$ cat src/rtl/sd_arbiter.sv
// sd_arbiter
//
// Shares the single SD block-level port of the ARM SPI I/O block between
// two disk controllers (e.g. floppy and hard disk).  Requests are arbitrated
// round-robin, the winning LBA and operation are latched, and the
// rd/wr -> ack-rise -> ack-fall handshake is sequenced.  Sector-buffer traffic
// is routed only to the client currently being served.
//
// Ports:
//   clk_sys, reset              system clock, async active-high reset
//   sd_lba/sd_rd/sd_wr          request to the I/O block
//   sd_ack                      ack from the I/O block (SPI clock domain)
//   sd_buff_addr/dout/wr        sector buffer bus from the I/O block
//   sd_buff_din                 sector byte to the I/O block (granted client)
//   cN_lba/cN_rd/cN_wr          client N request (level, held until cN_done)
//   cN_busy/cN_done/cN_err      client N status (done/err are 1-cycle pulses)
//   cN_buff_addr/dout/wr        client N view of the sector buffer bus
//   cN_buff_din                 client N write data
module sd_arbiter #(
    parameter logic [23:0] TIMEOUT = 24'd10000000
) (
    input  logic        clk_sys,
    input  logic        reset,

    output logic [31:0] sd_lba,
    output logic        sd_rd,
    output logic        sd_wr,
    input  logic        sd_ack,
    input  logic [8:0]  sd_buff_addr,
    input  logic [7:0]  sd_buff_dout,
    input  logic        sd_buff_wr,
    output logic [7:0]  sd_buff_din,

    input  logic [31:0] c0_lba,
    input  logic        c0_rd,
    input  logic        c0_wr,
    output logic        c0_busy,
    output logic        c0_done,
    output logic        c0_err,
    output logic [8:0]  c0_buff_addr,
    output logic [7:0]  c0_buff_dout,
    output logic        c0_buff_wr,
    input  logic [7:0]  c0_buff_din,

    input  logic [31:0] c1_lba,
    input  logic        c1_rd,
    input  logic        c1_wr,
    output logic        c1_busy,
    output logic        c1_done,
    output logic        c1_err,
    output logic [8:0]  c1_buff_addr,
    output logic [7:0]  c1_buff_dout,
    output logic        c1_buff_wr,
    input  logic [7:0]  c1_buff_din
);

    typedef enum logic [1:0] {IDLE, REQ, XFER} state_t;

    state_t      state;
    logic        grant;
    logic        last_grant;
    logic [23:0] timer;

    logic        ack_meta;
    logic        ack_s;
    logic        ack_d;

    logic        pend0;
    logic        pend1;
    logic        pick;
    logic        sel_rd;
    logic        sel_wr;
    logic [31:0] sel_lba;
    logic        ack_rise;
    logic        ack_fall;
    logic        active;

    // sd_ack comes from the SPI clock domain; two flops before any use,
    // plus one more to find its edges.
    always_ff @(posedge clk_sys or posedge reset) begin
        if (reset) begin
            ack_meta <= 1'b0;
            ack_s    <= 1'b0;
            ack_d    <= 1'b0;
        end else begin
            ack_meta <= sd_ack;
            ack_s    <= ack_meta;
            ack_d    <= ack_s;
        end
    end

    assign ack_rise = ack_s & ~ack_d;
    assign ack_fall = ~ack_s & ack_d;

    // Round-robin pick: with both pending the client not served last wins.
    assign pend0   = c0_rd | c0_wr;
    assign pend1   = c1_rd | c1_wr;
    assign pick    = (pend0 & pend1) ? ~last_grant : pend1;
    assign sel_rd  = pick ? c1_rd  : c0_rd;
    assign sel_wr  = pick ? c1_wr  : c0_wr;
    assign sel_lba = pick ? c1_lba : c0_lba;

    // Arbitration and handshake sequencing.  No grant is made while a
    // done pulse is out, so a client that drops its request in response to
    // done is never re-granted on its stale level.
    always_ff @(posedge clk_sys or posedge reset) begin
        if (reset) begin
            state      <= IDLE;
            grant      <= 1'b0;
            last_grant <= 1'b1;
            timer      <= 24'd0;
            sd_lba     <= 32'd0;
            sd_rd      <= 1'b0;
            sd_wr      <= 1'b0;
            c0_busy    <= 1'b0;
            c1_busy    <= 1'b0;
            c0_done    <= 1'b0;
            c1_done    <= 1'b0;
            c0_err     <= 1'b0;
            c1_err     <= 1'b0;
        end else begin
            c0_done <= 1'b0;
            c1_done <= 1'b0;
            c0_err  <= 1'b0;
            c1_err  <= 1'b0;
            case (state)
                IDLE: begin
                    if ((pend0 | pend1) && !(c0_done | c1_done)) begin
                        grant      <= pick;
                        last_grant <= pick;
                        sd_lba     <= sel_lba;
                        sd_wr      <= sel_wr;
                        sd_rd      <= sel_rd & ~sel_wr;
                        timer      <= 24'd0;
                        if (pick) c1_busy <= 1'b1;
                        else      c0_busy <= 1'b1;
                        state      <= REQ;
                    end
                end
                REQ: begin
                    if (ack_rise) begin
                        sd_rd <= 1'b0;
                        sd_wr <= 1'b0;
                        state <= XFER;
                    end else if (TIMEOUT != 24'd0 && timer == TIMEOUT - 24'd1) begin
                        sd_rd <= 1'b0;
                        sd_wr <= 1'b0;
                        if (grant) begin
                            c1_done <= 1'b1;
                            c1_err  <= 1'b1;
                            c1_busy <= 1'b0;
                        end else begin
                            c0_done <= 1'b1;
                            c0_err  <= 1'b1;
                            c0_busy <= 1'b0;
                        end
                        state <= IDLE;
                    end else if (timer != 24'hFFFFFF) begin
                        timer <= timer + 24'd1;
                    end
                end
                XFER: begin
                    if (ack_fall) begin
                        if (grant) begin
                            c1_done <= 1'b1;
                            c1_busy <= 1'b0;
                        end else begin
                            c0_done <= 1'b1;
                            c0_busy <= 1'b0;
                        end
                        state <= IDLE;
                    end
                end
                default: state <= IDLE;
            endcase
        end
    end

    // Buffer routing: address/data broadcast, strobe and write data only
    // for the granted client, and nothing at all while idle.
    assign active       = (state != IDLE);
    assign c0_buff_addr = sd_buff_addr;
    assign c1_buff_addr = sd_buff_addr;
    assign c0_buff_dout = sd_buff_dout;
    assign c1_buff_dout = sd_buff_dout;
    assign c0_buff_wr   = sd_buff_wr & active & ~grant;
    assign c1_buff_wr   = sd_buff_wr & active & grant;
    assign sd_buff_din  = active ? (grant ? c1_buff_din : c0_buff_din) : 8'd0;

endmodule

$ cat config.mk
export PLATFORM = sky130hd
export DESIGN_NAME = sd_arbiter
export DESIGN_NICKNAME = d
export VERILOG_FILES = /design/src/rtl/sd_arbiter.sv
export SDC_FILE = /design/constraint.sdc
export NUM_CORES = 1
export LEC_CHECK = 0
export CORE_AREA = 2 2 99 101
export CTS_CLUSTER_SIZE = 28
export DETAILED_ROUTE_END_ITERATION = 10
export DIE_AREA = 0 0 101 103
export PLACE_DENSITY_LB_ADDON = 0.12
export SYNTH_ARGS = -nofsm -noshare
export SYNTH_HDL_FRONTEND = slang
export SYNTH_SLANG_ARGS = --single-unit
$ cat constraint.sdc
create_clock -name clk_sys -period 6.9 [get_ports clk_sys]
set_input_delay 1.38 -clock clk_sys [delete_from_list [all_inputs] [get_ports clk_sys]]
set_output_delay 1.38 -clock clk_sys [all_outputs]
set_load 0.1 [all_outputs]
# ---- After elaboration in Yosys (flattened, before gate mapping)
# Cells that the tools add are included.
dict set report word_totals {
  regBits 71
  word_cells 106
}
dict set report op_classes {
  n_reduce_logical 12
  n_mux 48
  n_bitwise 16
  addsub 1
  n_eq_ne 13
}
# operator count
set op_table {}
lappend op_table {{24-bit two-way mux} 4}
lappend op_table {{24-bit case mux with 2 select lines} 1}
lappend op_table {{32-bit two-way mux} 1}
lappend op_table {{1-bit two-way mux} 29}
lappend op_table {{24-bit by 1-bit adder with 24-bit output (second input constant)} 1}
lappend op_table {{24-bit == test (second input constant)} 1}
lappend op_table {{24-bit inequality test (second input constant)} 1}
lappend op_table {{8-bit two-way mux} 2}
lappend op_table {{2-bit inequality test (second input constant)} 8}
lappend op_table {{6-bit AND reduction} 2}
lappend op_table {{2-bit two-way mux} 4}
lappend op_table {{1-bit case mux with 2 select lines} 4}
lappend op_table {{1-bit bitwise AND} 7}
lappend op_table {{1-bit case mux with 3 select lines} 2}
lappend op_table {{2-bit case mux with 3 select lines} 1}
lappend op_table {{3-bit AND reduction} 2}
lappend op_table {{1-bit NOT} 5}
lappend op_table {{5-bit AND reduction} 1}
lappend op_table {{1-bit OR} 4}
lappend op_table {{2-bit nonzero test} 2}
lappend op_table {{3-bit inequality test (second input constant)} 1}
lappend op_table {{3-bit nonzero test} 1}
lappend op_table {{2-bit by 1-bit == test with 1-bit output (second input constant)} 1}
lappend op_table {{2-bit == test (second input constant)} 1}
lappend op_table {{4 further kinds} 4}

# ---- Logic depth before layout (Yosys ltp)
# Gate-level depths: netlist of run 1.
dict set report depth {
  depth_word 8
  depth_mapped 9
  ltp_nobuf 7
}

# ---- Worst setup path after synthesis of run 1
# No wires, ideal clock.
dict set report synth_timing {
  path_type {input-to-output}
  start {input port c1_buff_din[1]}
  end {output port sd_buff_din[1]}
  t_arrival_ns 2.699
  path_stages 2
  path_slack_ns 2.821
  path_cell_list {mux2i_1 > nor2_1}
}
dict set report synth_between {
  elab_chain_len 2
}
# item line_no
set synth_lines {}
lappend synth_lines {{from (decl)} 54} ;# input logic [7:0] c1_buff_din
lappend synth_lines {{8-bit two-way mux (2 in series)} 188} ;# assign sd_buff_din = active ? (grant ? c1_buff_din : c0_buff_din) : 8'd0;
lappend synth_lines {{to (decl)} 32} ;# output logic [7:0] sd_buff_din,
# Every way passes these cells.

# ---- Final worst setup path of run 1
dict set report layout_timing {
  start {input port c0_buff_din[7]}
  end {output port sd_buff_din[7]}
}
dict set report layout_between {
  elab_chain_len 2
}
# item line_no
set layout_lines {}
lappend layout_lines {{from (decl)} 43} ;# input logic [7:0] c0_buff_din,
lappend layout_lines {{8-bit two-way mux (2 in series)} 188}
# Every way passes these cells.

==> results.yml, run 1 <==
sta:
  hold_ws_ns: 0.353
  maxSlewHeadroom_pct: 25.9
  finalSetupViolations: 0
  fin_skew_ns: 0.0117
  slew_violations: 0
  period_share_pct: 66.5
  post-route-min-period_ns: 4.59
  fin_setup_tns_ns: 0
  rsz0062_at_grt: "false"
  final_hold_viol_count: 0
  fmax_mhz: 218
  worst_pin_slew_ns: 1.10
cts:
  clock-sinks: 71
  clockBufferDepth: 2
  cts_setup_buffers: 0
  path_clk_slew_ns: 0.09
  cts_hold_buf: 0
  cts_resized: 0
  clock_latency_ns: 0.35
  htreeDepth: 3
  cts_buffers: 9
  root_buffer: "clkbuf_8"
  cts_tree: "yes"
hold_path:
  worstHoldPathCells: 0
  hold_path.class: "reg -> reg"
yosys:
  synth_area_leaders: "dfrtp_1 41%, mux2i_1 10%, buf_4 6.0%"
  synth_flop_cell: "dfrtp_1"
  synth_edf_count: 0
  synth.ff_latch_count: 71
  yosysWarnings: 0
  avgSynthCellArea_um2: 9.29
  synth_commonest_cells: "70 x dfrtp_1, 51 x nand2_1, 46 x o21ai_0"
  syn_area_um2: 4240
  synth.most_common_cell: "dfrtp_1"
  async_flop_share_pct: 100
  synth_cells: 456
  synth_cell_types: 61
  synth_top_area_share_pct: 41.3
  yosysTopAreaCell: "dfrtp_1"
  syn_nets: 566
  ys_seq_area_share_pct: 42.0
grt:
  grt_pass1_wl_um: 18100
  grt_overflow: 0
  antenna_found_initial: 0
  gr-usage-all-layers_pct: 22.2
  grt_max_degree: 72
  first_global_vias: 3680
layout:
  utilization_pct: 59.6
  syn_to_final_growth_pct: 33.1
  antenna_cells: 0
  nNetsFinal: 660
  final_layout_size_suffix_gt1_share_pct: 6.31
floorplanning:
  rows: 36
  design.die.area_um2: 10400
  ios: 189
  core_um2: 9460
  die_w_um: 101
  dieHeight_um: 103
  start_util_pct: 44.8
power:
  switching_share_pct: 58.8
  clkPwrFrac_pct: 11.9
  p_int_mw: 1.21
  p_comb_share_pct: 65.4
  power_switching_mw: 1.73
  vdd_drop_max_mv: 0.314
  power_frac_seq_pct: 22.8
  leakage_nw: 2.42
  power_density_nw_per_um2: 521
placement:
  gp_congestion: 0.812
  dpl.hpwl_um: 8120
  numPortBuffers: 137
worst_setup_path:
  r2r_cells: 6
  crit_path_max_fanout: 1
  crit_path_end_kind: "output pin"
  crit_path_start_kind: "input pin"
  cp.arrival_ns: 3.21
  required_ns: 5.52
  crit_type: "in -> out"
detailed_routing:
  drc: 0
  dr.pass1.iters: 5
  routed_wl_um: 11000
  wl_per_cell_um: 16.5
  num_vias: 3820
  vias_per_cell: 5.71
  ant_nets: 0
  drt_iter0_markers: 171
run_status:
  outcome: "complete, no violations"
job:
  maxCapViolations: 0
-- stage by stage --
step	instance area, um^2	instances	power, mW	setup slack [ns]
5_1_grt	5640	669	3.10	2.26
3_5_place_dp	5440	653	2.60	2.31
6_report	5640	669	2.94	2.31
2_1_floorplan	4240	456	2.22	2.82
4_1_cts	5640	669	2.96	2.30
3_3_place_gp	5440	653	2.58	2.38
-- critical path, stage by stage --
cell and delay, ns:
clkdlybuf4s50_1 0.46, mux2i_1 0.06, nor2_1 0.13, clkdlybuf4s50_1 1.17
-- cell usage in the layout (no fill, tap or decap), drive strengths merged, types with 8 or more instances in the layout --
cell type | synthesis | final
clkdlybuf4s50 | 0 | 137
dfrtp | 70 | 70
nand2 | 51 | 51
o21ai | 47 | 47
mux2i | 43 | 43
nor2 | 20 | 20
nand3 | 19 | 19
inv | 13 | 15
o31ai | 11 | 11
a21oi | 10 | 10
clkbuf | 17 | 10
nand4 | 9 | 9
nor4 | 9 | 9
a31oi | 8 | 8
-- power by group through the flow --
stage          combinational (mW)  clock (mW)  sequential (mW)
3_5_place_dp                 1.92           0            0.675
4_1_cts                      1.93       0.359            0.670
5_1_grt                      2.03       0.379            0.692
2_1_floorplan               0.832           0             1.38
3_3_place_gp                 1.91           0            0.670
6_report                     1.92       0.348            0.669
-- metal layers --
layer / vias up / GRT usage (%) / wire length, um
li1: 1829 / - / -
met1: 1789 / 28.6 / 4600
met2: 181 / 34.0 / 5050
met3: 21 / 8.20 / 1140
met4: 0 / 8.84 / 228
met5: - / 0 / 0
-- logic make-up (layout without fill, tap and decap cells) --
logic type                 Yosys count  in the layout  share of synthesized area (%)
adders and majority gates            5              5                           1.48
and+or+nand+nor                    153            153                           19.3
buffers and inverters               70            169                           9.45
DFF                                 71             71                           42.0
muxes                               43             43                           10.2
AOI/OAI and AO/OA                  114            114                           17.7
-- cell type report --
| cell class | instances | area (um^2) |
|---|---|---|
| fill | 846 | 3820 |
| tap | 114 | 143 |
| clock inverter | 6 | 67.6 |
| timing repair buffer | 140 | 1390 |
| clock buffer | 10 | 138 |
| sequential | 71 | 1780 |
| inverter | 13 | 48.8 |
| multi-input combinational | 315 | 2070 |
-- state kept, by name, summed over array words and instances (netlist names) --
register,count
ack_d,1
ack_meta,1
ack_s,1
c0_busy,1
c0_done,1
c0_err,1
c1_busy,1
c1_done,1
c1_err,1
grant,1
last_grant,1
sd_lba,32
sd_rd,1
sd_wr,1
state,2
timer,24
-- path summary, 6_finish.rpt --
check | endpoint | slack (ns) | start
hold reg to reg | ack_s | 0.35 | ack_meta
hold / removal | ack_s | 0.35 | ack_meta
setup reg to reg | timer[15] | 4.12 | timer[0]
min in group asynchronous | timer[14] | 1.64 | reset
max in group asynchronous | timer[2] | 4.71 | reset
setup / recovery | sd_buff_din[7] | 2.31 | c0_buff_din[7]
Power figures use the tool's default switching activity.
==> inputs of run 2 (changes only) <==
Settings changed: CORE_AREA 2 2 99 101 to 2 2 103 105, DIE_AREA 0 0 101 103 to 0 0 105 107.
Clock period 6.9 ns to 4.59 ns, I/O delays scaled along.
==> run 2 against run 1 <==
  * Die area up 8.0%
  * Clock power increased by 51%
  * Final cell count is 3.3% higher
  * Combinational power rose by 49%
  * Power increased by 50%
  * Non-clock buffer count is the same
  * Critical path depth is 2 higher
  * Sequential power rose by 54%
  * Via count decreased by 1.7%
  * Largest cell class unchanged
==> results.yml, run 2 (same netlist as run 1, synthesis figures left out) <==
floorplanning:
  rows: 37
  design.die.area_um2: 11200
  dieHeight_um: 107
  start_util_pct: 42.0
  ios: 189
  die_w_um: 105
  core_um2: 10100
sta:
  rsz0062_at_grt: "false"
  post-route-min-period_ns: 3.21
  slew_violations: 0
  maxSlewHeadroom_pct: 18.5
  worst_pin_slew_ns: 1.21
  fin_skew_ns: 0.00698
  fmax_mhz: 311
  fin_setup_tns_ns: 0
  period_share_pct: 70.0
  final_hold_viol_count: 0
  finalSetupViolations: 0
cts:
  cts_setup_buffers: 0
  clock_latency_ns: 0.35
  cts_resized: 0
  htreeDepth: 3
  cts_tree: "yes"
  root_buffer: "clkbuf_8"
  clock-sinks: 71
  clockBufferDepth: 2
  cts_hold_buf: 0
  cts_buffers: 9
  path_clk_slew_ns: 0.08
detailed_routing:
  vias_per_cell: 5.43
  drc: 0
  dr.pass1.iters: 4
  ant_nets: 0
  routed_wl_um: 11400
  num_vias: 3754
  drt_iter0_markers: 189
  wl_per_cell_um: 16.6
layout:
  largest_reg_flops: 32
  nNetsFinal: 660
  stdcell_area_um2: 5640
  antenna_cells: 0
  largestRegisters: "sd_lba x32, timer x24, state x2"
  mostFrequentLayoutCells: "127 x clkdlybuf4s50_1, 70 x dfrtp_1, 51 x nand2_1"
  largest_register: "sd_lba"
  layout_commonest_cell: "clkdlybuf4s50_1"
  stdcell_count: 691
  final_layout_size_suffix_gt1_share_pct: 8.11
  syn_to_final_growth_pct: 33.2
placement:
  numPortBuffers: 137
  dpl_cell_area_um2: 5440
  placed_cells: 675
  dpl.hpwl_um: 8600
  gp_congestion: 0.878
worst_setup_path:
  required_ns: 4.85
  r2r_cells: 6
  cp.arrival_ns: 3.47
  crit_path_end_kind: "flop"
  cp_slowest_cell: "ha_1"
  crit_type: "reg -> reg"
  cpPeakStageDelay_ns: 0.85
  crit_path_start_kind: "flop"
  r2r_end: "timer[14]"
  cpMostUsedCell: "inv_1"
  rr_startpoint: "state[1]"
  ff2ff_setup_slack_ns: 1.38
  worstPathCellList: "inv_1 > ha_1 > inv_1 > nor4_4 > a211oi_2 > o221ai_1"
  critPathBufInv: 2
  crit_path_max_fanout: 29
  cp_top_family: "adder cells"
grt:
  gr-usage-all-layers_pct: 20.8
  grt.busiest_layer: "met2"
  grt_use_met3_pct: 4.68
  grt_use_met2_pct: 34.4
  first_global_vias: 3777
  grt_pass1_wl_um: 18500
  grt_use_met1_pct: 26.5
  grt_overflow: 0
  antenna_found_initial: 0
  grt_max_degree: 55
run_status:
  outcome: "complete, no violations"
power:
  total_power_mw: 4.41
  leakage_nw: 2.44
  vdd_drop_max_mv: 0.815
  power_density_nw_per_um2: 782
hold_path:
  hold_path_end: "ack_s"
  worstHoldPathCells: 0
  hold_path.class: "reg -> reg"
  hold_path.startpoint: "ack_meta"
job:
  maxCapViolations: 0
==> run 2: changes by cell type in the layout (fill, tap and decap cells not counted), sizes merged <==
cell	delta
buf	+10
clkdlybuf4s50	-10
==> run 2: layer usage <==
layer	wire length, um	vias to the layer above
li1	-	1836
met3	779	21
met4	229	0
met5	0	-
met2	5530	144
met1	4900	1753
==> run 2: worst max-delay path by stage <==
stage,cells past startpoint,startpoint,endpoint
5_1_grt,6,state[1],timer[14]
6_report,6,state[1],timer[14]
2_1_floorplan,4,grant,sd_buff_din[1]
3_5_place_dp,5,c1_wr,sd_lba[23]
4_1_cts,6,state[1],timer[11]
3_3_place_gp,5,c1_wr,sd_lba[16]
==> run 2: worst register-to-register path: stages (launching register included) <==
cell,delay [ns]
dfrtp_1,0.42
inv_1,0.09
ha_1,0.85
inv_1,0.47
nor4_4,0.78
a211oi_2,0.23
o221ai_1,0.29
==> run 2: stage by stage <==
stage	worst slack, ns	hold slack, ns	util (%)
after floorplan	1.39	0.331	-
after global routing	1.05	0.363	55.9
after global placement	1.28	0.337	53.9
after detailed placement	1.16	0.344	53.9
after CTS	1.40	0.355	55.9
final	1.38	0.352	55.9
==> run 2: power breakdown <==
group / switching [mW] / leakage (nW) / total (mW) / internal (mW)
logic: 2.15 / 1.43 / 2.86 / 0.704
clock network: 0.255 / 0.0993 / 0.524 / 0.269
registers: 0.194 / 0.909 / 1.03 / 0.837
total: 2.60 / 2.44 / 4.41 / 1.81
==> run 2: area by class of cell <==
| cell class | instances | area [um^2] |
|---|---|---|
| clock buffers | 10 | 138 |
| flip-flops and latches | 71 | 1780 |
| inverters | 13 | 48.8 |
| multi-input cells | 315 | 2070 |
| well taps | 136 | 170 |
| repair buffers | 140 | 1370 |
| clock inverters | 6 | 67.6 |
| fillers | 955 | 4450 |
